## src/rtl/ram_port_arbiter.sv

```systemverilog
// ram_port_arbiter
//   Shares the single on-chip RAM slave port between two requesters:
//   m0 (CPU data port) and m1 (DMA/peripheral master). One command is
//   granted per cycle. The granted command is driven onto ram_slave_*,
//   and read data is steered back to the issuing port RD_LAT cycles later.
//
// Build option:
//   RAM_ARB_ROUND_ROBIN_EN  defined   -> simultaneous requests alternate,
//                                        favouring the port that is not
//                                        last_owner.
//                           undefined -> fixed priority, m0 always wins.
//
// Parameters:
//   ADDR_W  RAM word-address width
//   DATA_W  data width (byteenable width is DATA_W/8)
//   RD_LAT  RAM read latency in cycles (1 or 2)
//
// Ports:
//   clk_arb_clk, rst_arb_reset_n      clock, asynchronous active-low reset
//   mN_req/write/address/writedata/byteenable   requester N command (N=0,1)
//   mN_gnt                            command accepted this cycle (combinational)
//   mN_rvalid, mN_readdata            read return for requester N
//   ram_slave_*                       RAM slave command / read data
module ram_port_arbiter #(
   parameter int ADDR_W = 10,
   parameter int DATA_W = 32,
   parameter int RD_LAT = 1
) (
   input  logic                clk_arb_clk,
   input  logic                rst_arb_reset_n,

   input  logic                m0_req,
   input  logic                m0_write,
   input  logic [ADDR_W-1:0]   m0_address,
   input  logic [DATA_W-1:0]   m0_writedata,
   input  logic [DATA_W/8-1:0] m0_byteenable,
   output logic                m0_gnt,
   output logic                m0_rvalid,
   output logic [DATA_W-1:0]   m0_readdata,

   input  logic                m1_req,
   input  logic                m1_write,
   input  logic [ADDR_W-1:0]   m1_address,
   input  logic [DATA_W-1:0]   m1_writedata,
   input  logic [DATA_W/8-1:0] m1_byteenable,
   output logic                m1_gnt,
   output logic                m1_rvalid,
   output logic [DATA_W-1:0]   m1_readdata,

   output logic [ADDR_W-1:0]   ram_slave_address,
   output logic                ram_slave_clken,
   output logic                ram_slave_chipselect,
   output logic                ram_slave_write,
   output logic [DATA_W-1:0]   ram_slave_writedata,
   output logic [DATA_W/8-1:0] ram_slave_byteenable,
   input  logic [DATA_W-1:0]   ram_slave_readdata
);

   localparam int BE_W = DATA_W / 8;

`ifdef RAM_ARB_ROUND_ROBIN_EN
   localparam bit RR_EN = 1'b1;
`else
   localparam bit RR_EN = 1'b0;
`endif

   // last_owner: 0 = m0, 1 = m1. Kept in both builds; only consulted
   // under round robin.
   logic              last_owner;
   logic              m0_win;

   // Read-return tracker: index 0 is loaded at the command edge, index
   // RD_LAT-1 is the head whose data is on ram_slave_readdata.
   logic [RD_LAT-1:0] vld_p;
   logic [RD_LAT-1:0] own_p;

   // m0 wins whenever it requests, unless round robin is enabled, m1 is
   // also requesting and m0 was the previous owner.
   always_comb begin
      m0_win = m0_req & (~RR_EN | ~m1_req | last_owner);
   end

   // Grants are masked by reset so no strobe escapes while it is asserted.
   assign m0_gnt = rst_arb_reset_n & m0_win;
   assign m1_gnt = rst_arb_reset_n & m1_req & ~m0_win;

   assign ram_slave_chipselect = m0_gnt | m1_gnt;
   assign ram_slave_clken      = rst_arb_reset_n;

   always_comb begin
      ram_slave_address    = '0;
      ram_slave_write      = 1'b0;
      ram_slave_writedata  = '0;
      ram_slave_byteenable = '0;
      if (m0_gnt) begin
         ram_slave_address    = m0_address;
         ram_slave_write      = m0_write;
         ram_slave_writedata  = m0_writedata;
         ram_slave_byteenable = m0_write ? m0_byteenable : {BE_W{1'b1}};
      end else if (m1_gnt) begin
         ram_slave_address    = m1_address;
         ram_slave_write      = m1_write;
         ram_slave_writedata  = m1_writedata;
         ram_slave_byteenable = m1_write ? m1_byteenable : {BE_W{1'b1}};
      end
   end

   // Command edge -> read-return tracker
   always_ff @(posedge clk_arb_clk or negedge rst_arb_reset_n) begin
      if (!rst_arb_reset_n) begin
         last_owner <= 1'b0;
         vld_p      <= '0;
         own_p      <= '0;
      end else begin
         if (ram_slave_chipselect) begin
            last_owner <= m1_gnt;
         end
         vld_p[0] <= ram_slave_chipselect & ~ram_slave_write;
         own_p[0] <= m1_gnt;
         for (int i = 1; i < RD_LAT; i++) begin
            vld_p[i] <= vld_p[i-1];
            own_p[i] <= own_p[i-1];
         end
      end
   end

   // Head of tracker -> read return
   assign m0_rvalid   = vld_p[RD_LAT-1] & ~own_p[RD_LAT-1];
   assign m1_rvalid   = vld_p[RD_LAT-1] &  own_p[RD_LAT-1];
   assign m0_readdata = ram_slave_readdata;
   assign m1_readdata = ram_slave_readdata;

endmodule

```

## config.mk

```make
export PLATFORM = sky130hd
export DESIGN_NAME = ram_port_arbiter
export DESIGN_NICKNAME = d
export VERILOG_FILES = /design/src/rtl/ram_port_arbiter.sv
export SDC_FILE = /design/constraint.sdc
export NUM_CORES = 1
export LEC_CHECK = 0
export CAP_MARGIN = 20
export CORE_AREA = 2 2 96 98
export CTS_CLUSTER_SIZE = 28
export DETAILED_ROUTE_END_ITERATION = 8
export DIE_AREA = 0 0 98 100
export PLACE_DENSITY_LB_ADDON = 0.1
export SYNTH_ARGS = -nofsm -noshare
export SYNTH_HDL_FRONTEND = slang
export SYNTH_SLANG_ARGS = --single-unit
export TNS_END_PERCENT = 100
```

## constraint.sdc

```tcl
create_clock -name clk_arb_clk -period 0.8 [get_ports clk_arb_clk]
set_input_delay 0.08 -clock clk_arb_clk [delete_from_list [all_inputs] [get_ports clk_arb_clk]]
set_output_delay 0.08 -clock clk_arb_clk [all_outputs]
set_load 0.005 [all_outputs]
```

# Yosys cells after proc, flatten, opt, wreduce, memory -nomap -nowiden
# Cells that the tools add are included.
# op_classes
addsub,0
n_mul,0
div,0
order_cmp,0
n_eq_ne,0
shift,0
muxes,10
bitwise,10
n_reduce_logical,0
# ops
cell,count
two-way mux 32 bit,2
two-way mux 10 bit,2
two-way mux 4 bit,4
bitwise AND 1 bit,6
NOT 1 bit,3
two-way mux 1 bit,2
OR 1 bit,1
# word_totals
register_bits,2
latch_bits,0
mem_bits_rw,0
mem_bits_ro,0
inputBits,130
output_inout_bits,117
elab_cells,22
memories,0

# Logic depth before layout (Yosys ltp)
# depth
ltp_word,6
ltp_mapped,4
mapped_depth_nobuf,3

# Least setup slack after synthesis
# Ideal clock, no wire load.
# synth_path
path_kind,input-to-output
startpoint,input port m0_req
endpoint,output port ram_slave_writedata[22]
arrival_time_ns,0.637
required_time_ns,0.720
path_slack_ns,0.083
path_stages,4
path_buffers,1
path_cell_list,nand3b_4 inv_4 buf_6 a22o_1
# synth_via
elab_chain_cells,4
word_cells_on_any_way,5
cone_classes,mux (2); bitwise (3)
# synth_rtl
item,line,text
"start, declared",32,"input logic m0_req,"
NOT 1 bit,85,assign m1_gnt = rst_arb_reset_n & m1_req & ~m0_win;
bitwise AND 1 bit,85,
via m1_gnt,46,"output logic m1_gnt,"
two-way mux 32 bit,100,end else if (m1_gnt) begin
two-way mux 32 bit,95,if (m0_gnt) begin
"end, declared",54,"output logic [DATA_W-1:0] ram_slave_writedata,"
# The timed path passes the listed nets, and every way through them passes these cells.

# Worst setup path after layout
# layout_path
startpoint,input port m0_req
endpoint,output port ram_slave_address[5]
# layout_via
elab_chain_cells,4
word_cells_on_any_way,5
cone_classes,mux (2); bitwise (3)
# layout_rtl
item,line,text
NOT 1 bit,85,
bitwise AND 1 bit,85,
two-way mux 10 bit,100,
two-way mux 10 bit *,95,
"end, declared",50,"output logic [ADDR_W-1:0] ram_slave_address,"
# Mark *: on every way between the ends. The rest lies on a longest branch, timed or not.

==> reports/qor.txt <==
clk sinks -> 2
grt ovf -> 0
post-route clock period utilization -> 136%
DR pass1 iterations -> 4
Detail Placement HPWL -> 4.74 mm
Yosys warning count -> 0
LEAKAGE -> 1.20 nW
worst hold start -> ram_slave_readdata[31]
data required time at the worst endpoint -> 0.72 ns
combinational power share -> 70.0%
CP max stage cell -> bufbuf_16
DRC violation count after routing -> 0
startpoint class of the critical path -> input port
hold path depth -> 0
area of the core -> 8890 um^2
Clock power frac -> 23.5%
#FFs+latches synth -> 2
pwr/cell area -> 662 nW/um^2
Netlist cell types -> 13
Finished Layout Cells -> 366
most area-hungry cell type in the Yosys netlist -> buf_4
min cycle time layout -> 1.08 ns
Cells after DPL -> 339
FP Rows -> 35
CP Class -> input port to output pin
die area -> 9800 um^2
Least-Margin Pin Slew -> 0.168 ns
Net Sw Frac -> 26.0%
worst min path class -> input port to output pin
die height -> 100 um
# diodes -> 0
die width -> 98 um
crit end category -> output pin
worst-path fanout max -> 6
nets -> 387
cell area after synthesis -> 1140 um^2
top cell type's share of synthesized area -> 45.3%
Reg power frac -> 6.5%
Peak Freq -> 0.922 GHz
Port Buffers -> 150
H-tree depth -> 1
first-pass GRT wire length -> 8.78 mm
via count -> 1461
max_slew headroom -> 88.8%
initial antenna violation count -> 0
post-detailed-route wirelength per cell -> 17.1 um
GPL Wtd Cong -> 0.763
slowest stage delay, CP -> 0.26 ns
Hold Path End -> m0_readdata[31]
post-synthesis sequential area ratio -> 4.38%
Hold Slack -> 0.160 ns
Final Hold Vio Count -> 0
Slew Viols, Final -> 0
arrival time worst endpoint -> 1.00 ns
routed vias/inst -> 3.99
Final ANT Viol Nets -> 0
outcome -> complete, but fails checks
drt initial violations -> 12
Top-Level Pins -> 247
failing checks -> setup timing
CP Cell Sequence -> buf_8, nand2_4, inv_8, bufbuf_16, a22o_1, dlygate4sd2_1
final setup margin -> -0.284 ns
RSZ-0062 raised after global routing -> true
crit path launch -> m0_req
Total Routing Usage GR -> 11.6%
layout cells sized above 1 -> 37.6%
vias in the first global route -> 1490
max-cap violations -> 0
Finish-stage setup viols -> 50
Syn Nets -> 270
Internal -> 0.00123 W
cell count after synthesis -> 140
final WL -> 6.24 mm
cts bufs inserted -> 3
Synth area leaders -> buf_4 45%, a22o_1 33%, nor2b_1 5.5%
Layout area overhead -> 120%
largest net degree at the start of global routing -> 16
net switching power -> 0.000434 W
worst vdd ir -> 426 uV
Clock Path Buffers -> 2
CTS tree -> done
Root Buffer -> clkbuf_8
Initial Util -> 12.9%
Avg Cell Area, Syn -> 8.16 um^2
[flip-flops by register name, summed over array words and instances, names as in the netlist]
signal,cells
own_p,1
vld_p,1
[final cells by class]
class / instances / area (um^2)
well taps: 111 / 139
clock buffers: 3 / 41.3
repair buffers: 185 / 1720
flip-flops and latches: 2 / 50.0
multi-input cells: 63 / 539
inverters: 2 / 22.5
fillers: 970 / 6370
[cells in the mapped netlist]
master,instances
a22o_1,43
and2_1,1
buf_4,69
buf_6,4
dfrtp_1,2
inv_2,1
inv_4,1
nand2_2,1
nand3b_4,1
nor2b_1,10
nor3b_1,1
o21a_1,2
o22ai_1,4
[worst max-delay path by stage]
| stage | to |
|---|---|
| after floorplan | ram_slave_writedata[22] |
| after global placement | ram_slave_writedata[31] |
| after detailed placement | ram_slave_writedata[29] |
| after CTS | ram_slave_writedata[31] |
| after global routing | ram_slave_writedata[14] |
| final | ram_slave_address[5] |
[through the flow]
step / worst slack (ns) / power [W] / TNS (ns) / area (um^2) / util, %
after floorplan: 0.0829 / 0.000643 / 0 / 1140 / -
after global placement: -1.06 / 0.00129 / -51.30 / 2350 / 26.5
after detailed placement: -1.06 / 0.00128 / -51.38 / 2350 / 26.5
after CTS: -0.295 / 0.00169 / -10.66 / 2470 / 27.8
after global routing: -0.315 / 0.00178 / -12.11 / 2520 / 28.3
final: -0.284 / 0.00167 / -10.03 / 2520 / 28.3
[per-layer routing]
layer | vias up | global-route usage, % | wire length (um)
met4 | 0 | 4.81 | 206
met2 | 111 | 22.4 | 3200
met5 | - | 0 | 0
met3 | 33 | 3.20 | 687
met1 | 636 | 11.7 | 2150
li1 | 681 | - | -
[critical path, delay by kind of cell]
kind                   cells  cell delay (ns)
buffers and inverters      4             0.66
AOI/OAI and AO/OA          1             0.16
and+or+nand+nor            1             0.09
[cell families (layout without fill, tap and decap cells)]
kind of cell	count (synthesis)	count (layout)	share of synthesized area, %
buffers and inverters	75	190	50.2
AOI/OAI and AO/OA	49	49	36.5
and+or+nand+nor	14	14	8.98
DFF	2	2	4.38
[power groups by stage]
stage                     Sequential (W)  Combinational [W]  Clock, W
final                           0.000109            0.00117  0.000392
after global routing            0.000109            0.00125  0.000423
after CTS                       0.000108            0.00117  0.000408
after detailed placement        0.000109            0.00117         0
after global placement          0.000110            0.00118         0
after floorplan                 0.000109           0.000534         0
[cells in the final DEF, fill, tap and decap left out, drive strengths merged, types with 2 or more instances in the layout]
cell and instances:
clkbuf 5, clkdlybuf4s15 3, a22o 43, nor2b 10
dfrtp 2, clkdlybuf4s50 82, dlygate4sd2 13, o22ai 4
o21a 2, buf 83, inv 2
[repair_timing]
item | 4_1_cts | 5_1_grt
endpoints found under the hold margin | 2 | 0
hold buffers | 1 | 0
setup endpoints to repair | 55 | 51
pin swaps | 34 | 8
resized for setup | 248 | 6
buffers inserted | 16 | 3
gates cloned | 4 | 0
(Power assumes the default switching activity.)
